$ cat config.mk
export PLATFORM = sky130hd
export DESIGN_NAME = usb_rx_data_seq
export DESIGN_NICKNAME = d
export VERILOG_FILES = /design/src/rtl/usb_rx_data_seq_pkg.sv /design/src/rtl/usb_rx_data_seq_crc16_chk.sv /design/src/rtl/usb_rx_data_seq.sv
export SDC_FILE = /design/constraint.sdc
export NUM_CORES = 1
export LEC_CHECK = 0
export CAP_MARGIN = 20
export CORE_ASPECT_RATIO = 1.75
export CORE_MARGIN = 4
export CORE_UTILIZATION = 55
export DETAILED_ROUTE_END_ITERATION = 12
export PLACE_DENSITY = 0.72
export SETUP_SLACK_MARGIN = 0.05
export SLEW_MARGIN = 20
export SYNTH_ARGS = -nofsm -noshare
export SYNTH_HDL_FRONTEND = slang
export SYNTH_SLANG_ARGS = --single-unit
$ cat constraint.sdc
create_clock -name clock -period 3.9 [get_ports clock]
set_clock_uncertainty 0.15 [all_clocks]
set_input_delay 0.585 -clock clock [delete_from_list [all_inputs] [get_ports clock]]
set_output_delay 0.585 -clock clock [all_outputs]
set_load 0.02 [all_outputs]
$ cat src/rtl/usb_rx_data_seq_pkg.sv
// Shared types and constants for the USB receive data sequencer.
// Holds FSM states, status codes, PID values and the CRC16 constants.
package usb_rx_pkg;

  typedef enum logic [1:0] {
    ST_IDLE,
    ST_PID,
    ST_DATA,
    ST_HSK
  } state_t;

  typedef enum logic [2:0] {
    STAT_OK        = 3'd0,
    STAT_PID_ERR   = 3'd1,
    STAT_ALIGN_ERR = 3'd2,
    STAT_LEN_ERR   = 3'd3,
    STAT_CRC_ERR   = 3'd4,
    STAT_ABORT     = 3'd5
  } status_t;

  typedef enum logic [1:0] {
    PK_DATA,
    PK_HSK,
    PK_ERR
  } pid_kind_t;

  localparam logic [3:0] PID_DATA0 = 4'b0011;
  localparam logic [3:0] PID_DATA1 = 4'b1011;
  localparam logic [3:0] PID_DATA2 = 4'b0111;
  localparam logic [3:0] PID_MDATA = 4'b1111;
  localparam logic [3:0] PID_ACK   = 4'b0010;
  localparam logic [3:0] PID_NAK   = 4'b1010;
  localparam logic [3:0] PID_STALL = 4'b1110;

  localparam logic [15:0] CRC16_POLY    = 16'h8005;
  localparam logic [15:0] CRC16_INIT    = 16'hFFFF;
  localparam logic [15:0] CRC16_RESIDUE = 16'h800D;

  // Payload limit plus the two CRC bytes.
  localparam logic [10:0] MAX_BYTES = 11'd1026;

  function automatic pid_kind_t classify_pid(input logic [7:0] b);
    pid_kind_t k;
    k = PK_ERR;
    if (b[7:4] == ~b[3:0]) begin
      case (b[3:0])
        PID_DATA0, PID_DATA1, PID_DATA2, PID_MDATA: k = PK_DATA;
        PID_ACK, PID_NAK, PID_STALL:                k = PK_HSK;
        default:                                    k = PK_ERR;
      endcase
    end
    return k;
  endfunction

endpackage

$ cat src/rtl/usb_rx_data_seq_crc16_chk.sv
// Bit-serial CRC16 checker; the register is reloaded on clr and advances on en.
module crc16_chk
  import usb_rx_pkg::*;
(
  input  logic        clock,
  input  logic        reset_n,
  input  logic        en,
  input  logic        clr,
  input  logic        din,
  output logic [15:0] rem
);

  logic fb;

  assign fb = din ^ rem[15];

  always_ff @(posedge clock or negedge reset_n) begin
    if (!reset_n) begin
      rem <= CRC16_INIT;
    end else if (clr) begin
      rem <= CRC16_INIT;
    end else if (en) begin
      rem <= {rem[14:0], 1'b0} ^ (fb ? CRC16_POLY : 16'h0000);
    end
  end

endmodule

$ cat src/rtl/usb_rx_data_seq.sv
// USB receive sequencer: PID decode, payload delay buffer, CRC/length checks.
//
// state | meaning
// IDLE  | waiting for first bit; also swallows bits after a bad PID until EOP
// PID   | collecting the 8 PID bits
// DATA  | payload + CRC bits feed the CRC and the 2-byte delay buffer
// HSK   | handshake received; only EOP is legal
module usb_rx_data_seq
  import usb_rx_pkg::*;
(
  input  logic       clock,
  input  logic       reset_n,
  input  logic       rx_valid,
  input  logic       rx_bit,
  input  logic       rx_eop,
  input  logic       rx_abort,
  output logic [3:0] pid,
  output logic       pid_valid,
  output logic [7:0] byte_out,
  output logic       byte_valid,
  output logic       pkt_done,
  output logic [2:0] status,
  output logic       busy
);

  state_t      state_q, state_d;
  logic [2:0]  bit_cnt_q, bit_cnt_d;
  logic [10:0] byte_cnt_q, byte_cnt_d;
  logic [7:0]  shreg_q, shreg_d;
  logic [7:0]  buf0_q, buf0_d, buf1_q, buf1_d;
  logic        discard_q, discard_d;
  logic        hsk_extra_q, hsk_extra_d;
  logic [3:0]  pid_d;
  logic        pid_valid_d, byte_valid_d, pkt_done_d;
  logic [7:0]  byte_out_d;
  logic [2:0]  status_d;

  logic        bit_in, term;
  status_t     term_status;
  logic [7:0]  byte_now;
  logic [10:0] cnt_inc;
  logic [15:0] crc_rem;

  // A bit arriving together with EOP/abort is dropped.
  assign bit_in   = rx_valid && !rx_eop && !rx_abort;
  assign byte_now = {rx_bit, shreg_q[7:1]};
  assign cnt_inc  = (byte_cnt_q == 11'd2047) ? byte_cnt_q : byte_cnt_q + 11'd1;
  assign busy     = (state_q != ST_IDLE);

  crc16_chk u_crc (
    .clock   (clock),
    .reset_n (reset_n),
    .en      ((state_q == ST_DATA) && bit_in),
    .clr     (state_q == ST_IDLE),
    .din     (rx_bit),
    .rem     (crc_rem)
  );

  always_comb begin
    state_d      = state_q;
    bit_cnt_d    = bit_cnt_q;
    byte_cnt_d   = byte_cnt_q;
    shreg_d      = shreg_q;
    buf0_d       = buf0_q;
    buf1_d       = buf1_q;
    discard_d    = discard_q;
    hsk_extra_d  = hsk_extra_q;
    pid_d        = pid;
    byte_out_d   = byte_out;
    status_d     = status;
    pid_valid_d  = 1'b0;
    byte_valid_d = 1'b0;
    pkt_done_d   = 1'b0;
    term         = 1'b0;
    term_status  = STAT_OK;

    case (state_q)
      ST_IDLE: begin
        if (discard_q) begin
          if (rx_abort) begin
            term        = 1'b1;
            term_status = STAT_ABORT;
          end else if (rx_eop) begin
            term        = 1'b1;
            term_status = STAT_PID_ERR;
          end
        end else if (bit_in) begin
          state_d   = ST_PID;
          shreg_d   = {rx_bit, 7'd0};
          bit_cnt_d = 3'd1;
        end
      end
      ST_PID: begin
        if (rx_abort) begin
          term        = 1'b1;
          term_status = STAT_ABORT;
        end else if (rx_eop) begin
          term        = 1'b1;
          term_status = STAT_PID_ERR;
        end else if (rx_valid) begin
          shreg_d   = byte_now;
          bit_cnt_d = bit_cnt_q + 3'd1;
          if (bit_cnt_q == 3'd7) begin
            case (classify_pid(byte_now))
              PK_DATA: begin
                state_d     = ST_DATA;
                pid_d       = byte_now[3:0];
                pid_valid_d = 1'b1;
              end
              PK_HSK: begin
                state_d     = ST_HSK;
                pid_d       = byte_now[3:0];
                pid_valid_d = 1'b1;
              end
              default: begin
                state_d   = ST_IDLE;
                discard_d = 1'b1;
              end
            endcase
          end
        end
      end
      ST_DATA: begin
        if (rx_abort) begin
          term        = 1'b1;
          term_status = STAT_ABORT;
        end else if (rx_eop) begin
          term = 1'b1;
          if (bit_cnt_q != 3'd0)             term_status = STAT_ALIGN_ERR;
          else if (byte_cnt_q < 11'd2)       term_status = STAT_LEN_ERR;
          else if (byte_cnt_q > MAX_BYTES)   term_status = STAT_LEN_ERR;
          else if (crc_rem != CRC16_RESIDUE) term_status = STAT_CRC_ERR;
          else                               term_status = STAT_OK;
        end else if (rx_valid) begin
          shreg_d   = byte_now;
          bit_cnt_d = bit_cnt_q + 3'd1;
          if (bit_cnt_q == 3'd7) begin
            byte_cnt_d = cnt_inc;
            buf0_d     = buf1_q;
            buf1_d     = byte_now;
            // Oldest byte leaves only once two newer bytes exist behind it.
            if (cnt_inc >= 11'd3 && cnt_inc <= MAX_BYTES) begin
              byte_out_d   = buf0_q;
              byte_valid_d = 1'b1;
            end
          end
        end
      end
      ST_HSK: begin
        if (rx_abort) begin
          term        = 1'b1;
          term_status = STAT_ABORT;
        end else if (rx_eop) begin
          term        = 1'b1;
          term_status = hsk_extra_q ? STAT_LEN_ERR : STAT_OK;
        end else if (rx_valid) begin
          hsk_extra_d = 1'b1;
        end
      end
      default: state_d = ST_IDLE;
    endcase

    if (term) begin
      state_d     = ST_IDLE;
      pkt_done_d  = 1'b1;
      status_d    = term_status;
      bit_cnt_d   = 3'd0;
      byte_cnt_d  = 11'd0;
      shreg_d     = 8'd0;
      buf0_d      = 8'd0;
      buf1_d      = 8'd0;
      discard_d   = 1'b0;
      hsk_extra_d = 1'b0;
    end
  end

  always_ff @(posedge clock or negedge reset_n) begin
    if (!reset_n) begin
      state_q     <= ST_IDLE;
      bit_cnt_q   <= 3'd0;
      byte_cnt_q  <= 11'd0;
      shreg_q     <= 8'd0;
      buf0_q      <= 8'd0;
      buf1_q      <= 8'd0;
      discard_q   <= 1'b0;
      hsk_extra_q <= 1'b0;
      pid         <= 4'd0;
      pid_valid   <= 1'b0;
      byte_out    <= 8'd0;
      byte_valid  <= 1'b0;
      pkt_done    <= 1'b0;
      status      <= 3'd0;
    end else begin
      state_q     <= state_d;
      bit_cnt_q   <= bit_cnt_d;
      byte_cnt_q  <= byte_cnt_d;
      shreg_q     <= shreg_d;
      buf0_q      <= buf0_d;
      buf1_q      <= buf1_d;
      discard_q   <= discard_d;
      hsk_extra_q <= hsk_extra_d;
      pid         <= pid_d;
      pid_valid   <= pid_valid_d;
      byte_out    <= byte_out_d;
      byte_valid  <= byte_valid_d;
      pkt_done    <= pkt_done_d;
      status      <= status_d;
    end
  end

endmodule
* Word-level counts from Yosys, hierarchy flattened *
Index checks and enable logic that the tools add are counted.

operators by class
  $add $sub $neg = 2
  bitwise logic cells = 5
  muxes and demuxes = 94
  order comparisons = 4
  reductions and logical operators = 30
  equal/unequal tests = 27

operators by type and width
  cell                   number
  $mux 8                 18
  $mux 11                7
  $mux 16                3
  $mux 3                 15
  $mux 2                 15
  $mux 1                 29
  $reduce_and 6->1       4
  $ne 3x3->1 const B     6
  $eq 4x4->1 const B     4
  $ne 16x16->1 const B   1
  $pmux 8 s2             1
  $xor 16x16->16         1
  $reduce_bool 2->1      7
  $pmux 2 s2             3
  $pmux 3 s4             1
  $add 11x1->11 const B  1
  $eq 11x11->1 const B   1
  $ge 11x2->1 const B    1
  $gt 11x11->1 const B   1
  $le 11x11->1 const B   1
  $lt 11x2->1 const B    1
  $reduce_bool 3->1      3
  $eq 4x2->1 const B     2
  $reduce_and 7->1       1
  22 further kinds       35

word-level totals
  flip-flop bits (word level) = 76

* Longest topological paths before layout *
  word-level depth = 18
  gate-level depth with buffers = 9
  depth with buffers taken out = 8

* By module *
From an unflattened synthesis, not the netlist that was laid out.

second synthesis, totals
  cell total of the unflattened synthesis = 379
  area total of the unflattened synthesis = 3807.4 um2

by module, submodules not included
  module           seq. area each (um2)  area each (um2)  cells an instance  instances
  usb_rx_data_seq  1476.4                3080.5           323                1
  crc16_chk        420.4                 726.9            56                 1

* Worst setup path after synthesis *
OpenSTA, ideal clock, no wires.

  kind = reg-to-reg
  start point = register byte_cnt_q[7]
  end point = register byte_out[0]
  slack = 1128 ps
  required time = 3625 ps
  buffers on the path = 1
  cell stages (with the launch flop) = 8
  arrival = 2497 ps
  cell sequence = dfrtp_1 > clkbuf_1 > nand4_1 > nor3_1 > mux2_2 > or4_4 > a21oi_4 > mux2_4

between the ends
  word-level cells in the longest chain between the ends = 5
  elaborated cells on any way between the ends = 7
  classes of those cells = add/sub (1); order compare (2); eq/ne (1); mux (1); reduce/logical (2)

RTL lines
  what                                                  RTL line                source
  start: declaration                                    usb_rx_data_seq.sv:28   logic [10:0] byte_cnt_q, byte_cnt_d;
  start signal: assignment                              usb_rx_data_seq.sv:196  byte_cnt_q <= byte_cnt_d;
  $add 11x1->11 / $eq 11x11->1 (equally long branches)  usb_rx_data_seq.sv:47   assign cnt_inc = (byte_cnt_q == 11'd2047) ? byte_cnt_q : byte_cnt_q + 11'd1;
  $mux 11 *                                             usb_rx_data_seq.sv:47
  $ge 11x2->1 / $le 11x11->1 (equally long branches)    usb_rx_data_seq.sv:142  if (cnt_inc >= 11'd3 && cnt_inc <= MAX_BYTES) begin
  $logic_and 1x1->1 *                                   usb_rx_data_seq.sv:142
  $reduce_and 6->1 (no line) *                          --
  end signal: assignment                                usb_rx_data_seq.sv:204  byte_out <= byte_out_d;
  end: declaration                                      usb_rx_data_seq.sv:19   output logic [7:0] byte_out,

Mark *: on every way between the ends. The rest lies on a longest branch, timed or not.
A chain may end at the register's enable or synchronous reset.

* Final worst setup path *
  start point = input port rx_abort
  end point = register byte_out[7]

between the ends
  word-level cells in the longest chain between the ends = 2

RTL lines
  what                        RTL line               source
  start: declaration          usb_rx_data_seq.sv:16  input logic rx_abort,
  $not 1->1 (no line)         --
  $reduce_and 6->1 (no line)  --

No other way between the ends.

==> results.yml <==
timing:
  fin_tns_setup_ns: 0
  min_period_ns: 3.009
  holdWs_ns: 0.2177
  slew_viol_final: 0
  rsz0062_at_grt: "no"
  period_share_pct: 77.16
  fmax_mhz: 332.3
  hold_violations: 0
  worst_pin_slew_ns: 0.9252
  setup_viol: 0
  slew_headroom_pct: 38.32
synth:
  ys_seq_area_share_pct: 50.79
  syn_avg_cell_area_um2: 9.528
  synth_top_cells_by_count: "nand2_1 (87), dfrtp_1 (59), o21ai_0 (38), nand3_1 (32), dfstp_2 (16)"
  synth_cell_types: 62
  synth.area.top_cells: "dfrtp_1 (40%), dfstp_2 (11%), nand2_1 (8.7%)"
  synthCells: 392
  synthesis.nets: 407
  synth_top_cell_area_share_pct: 39.53
  ys.flop_type: "dfrtp_1"
  ys_seq_elements: 75
  syn_area_mm2: 0.003735
  synth_top_area_cell: "dfrtp_1"
  synth_edf_count: 0
  synth_most_common_cell: "nand2_1"
  async_flop_share_pct: 100.0
  yosysWarnings: 0
placed_design:
  dp_hpwl_um: 5230
  gp_congestion: 0.8456
  io_buffers: 24
power:
  p_seq_share_pct: 42.2
  powerDensity_mw_per_mm2: 461.8
  power_frac_clock_pct: 42.7
  internal_power_mw: 1.429
  ir_drop_uv: 373.0
  power.share.switching_pct: 28.26
  leakage_nw: 1.879
  p_comb_share_pct: 15.0
  p_sw_mw: 0.5629
cells_and_area:
  nets: 425
  syn_to_final_growth_pct: 15.48
  antenna_cells: 0
  drive_above_1_share_pct: 15.42
floorplan:
  num_rows: 39
  fp.dieW_um: 70.29
  die_h_um: 117.0
  ioPinCount: 25
  core_mm2: 0.006588
  start_util_pct: 56.70
  die_area_mm2: 0.008225
global_route:
  grt_overflow: 0
  grt_pass1_vias: 2783
  grt_start_max_net_pins: 76
  grt_pass1_wl_um: 12900
  grt_usage_pct: 20.03
  antenna_found_initial: 0
clocking:
  cts_root_buf: "clkbuf_16"
  clk_latency_ns: 0.34
  cts_tree: "built"
  cts_buffer_depth: 2
  path_clk_slew_ns: 0.06
  cts_buffers: 9
  htree_levels: 3
  cts_setup_buffers: 0
  clkSinkCount: 75
  hold_buffers: 0
  cts_resized: 0
route:
  met2_length_um: 3964
  drtPass1Iterations: 4
  met1_length_um: 3266
  wl_met3_um: 249
  vias: 2843
  vias_per_cell: 5.720
  drt_wl_total_um: 7718
  drc_errors: 0
  drt_iter0_markers: 224
  wire_per_inst_um: 15.53
  top_layer: "met4"
  drtAntennaViolNets: 0
worst_setup_path:
  critPathRequiredTime_ns: 3.97
  slowest_delay_ns: 0.52
  r2r_start: "byte_cnt_q[7]$_DFFE_PN0P_"
  startpoint: "rx_abort"
  worstPathArrival_ns: 3.08
  reg2reg_to: "byte_out[7]$_DFFE_PN0P_"
  critPathSlowestCell: "nor3b_1"
  crit_fanout: 15
  ff2ff_setup_slack_ns: 0.99
  crit_chain: "clkdlybuf4s50_1, nor3b_1, and2_0, buf_4, nand2_1, a21oi_4, mux2_4"
  critPathKind: "input pin to register"
  end_kind: "register"
  reg2reg_depth: 6
  cp-start-kind: "input pin"
job:
  cap_viol_max_count: 0
status:
  status: "finished clean"
worst_hold_path:
  hp-class: "input pin to asynchronous set/reset pin"
## worst max path at each step
stage / end / slack, ns / cells past startpoint
5_1_grt: byte_out[7]$_DFFE_PN0P_ / 0.66 / 7
4_1_cts: byte_out[7]$_DFFE_PN0P_ / 0.92 / 7
6_report: byte_out[7]$_DFFE_PN0P_ / 0.89 / 7
2_1_floorplan: byte_out[0]$_DFFE_PN0P_ / 1.13 / 7
3_3_place_gp: byte_out[7]$_DFFE_PN0P_ / 0.67 / 7
3_5_place_dp: byte_out[3]$_DFFE_PN0P_ / 0.58 / 7
## stage by stage
stage / cells / total power, mW / instance area, um2 / setup WS [ns] / utilization (%)
floorplan: 392 / 1.041 / 3735 / 1.128 / -
global placement: 481 / 1.147 / 4000 / 0.6670 / 60.72
detailed placement: 481 / 1.155 / 4000 / 0.5818 / 60.72
CTS: 497 / 2.008 / 4310 / 0.9210 / 65.43
global route: 497 / 2.075 / 4313 / 0.6572 / 65.47
finish: 497 / 1.992 / 4313 / 0.8908 / 65.47
## layout make-up
type                    count  area (um2)
clock buffers              10       239.0
clock inverters             6       71.32
fillers                   534        2275
inverters                  15       56.30
multi-input cells         280        1672
flip-flops and latches     75        1897
well taps                  82       102.6
repair buffers             29       275.3
## registers in the layout, summed over array words and instances, names as in the netlist, 2 cells and up
register	cells
u_crc.rem	16
byte_cnt_q	11
buf0_q	8
buf1_q	8
byte_out	8
shreg_q	7
pid	4
bit_cnt_q	3
status	3
state_q	2
## cell usage in the layout (no fill, tap or decap), types with 3 or more instances in the layout
cell type,count
nand3b_1,3
nand3_1,32
dfstp_2,16
nor2_1,13
clkbuf_16,9
inv_1,14
nand4_1,4
nor3_1,7
nand2_1,87
o31ai_1,3
xnor2_1,4
and3_1,3
a31oi_1,4
mux2i_1,3
mux2_2,4
o21ai_0,38
a22oi_1,3
nor4_1,4
buf_4,6
nand2b_1,4
dfrtp_1,59
clkdlybuf4s50_1,23
a21oi_1,8
mux2_4,8
ha_1,9
## logic make-up (layout without fill, tap and decap cells)
| family | Yosys count | count (layout) | synth area share (%) |
|---|---|---|---|
| and+or+nand+nor | 179 | 179 | 23.38 |
| DFF | 75 | 75 | 50.79 |
| adders and majority gates | 9 | 9 | 3.015 |
| muxes | 15 | 15 | 5.226 |
| xor gates and xnor gates | 5 | 5 | 1.172 |
| AOI/OAI and AO/OA | 72 | 72 | 11.89 |
| buffers and inverters | 37 | 60 | 4.522 |
## worst max-delay path, delay by kind of cell
family	cells	cell delay (ns)
AND/OR/NAND/NOR	3	1.02
buffers and inverters	2	0.69
AO/OA/AOI/OAI	1	0.44
multiplexers	1	0.34
## routing by layer
metal / GRT usage, % / vias to the layer above
met4: 11.25 / 0
met3: 3.846 / 19
met1: 23.86 / 1382
met2: 33.92 / 45
met5: 0 / -
li1: - / 1397
## power by group through the flow
stage / Sequential, mW / Clock [mW] / Combinational [mW]
global placement: 0.853 / 0 / 0.294
CTS: 0.841 / 0.865 / 0.302
finish: 0.841 / 0.851 / 0.299
global route: 0.844 / 0.895 / 0.337
detailed placement: 0.854 / 0 / 0.301
floorplan: 0.859 / 0 / 0.182
No activity file was read; power rests on OpenSTA's default activity.
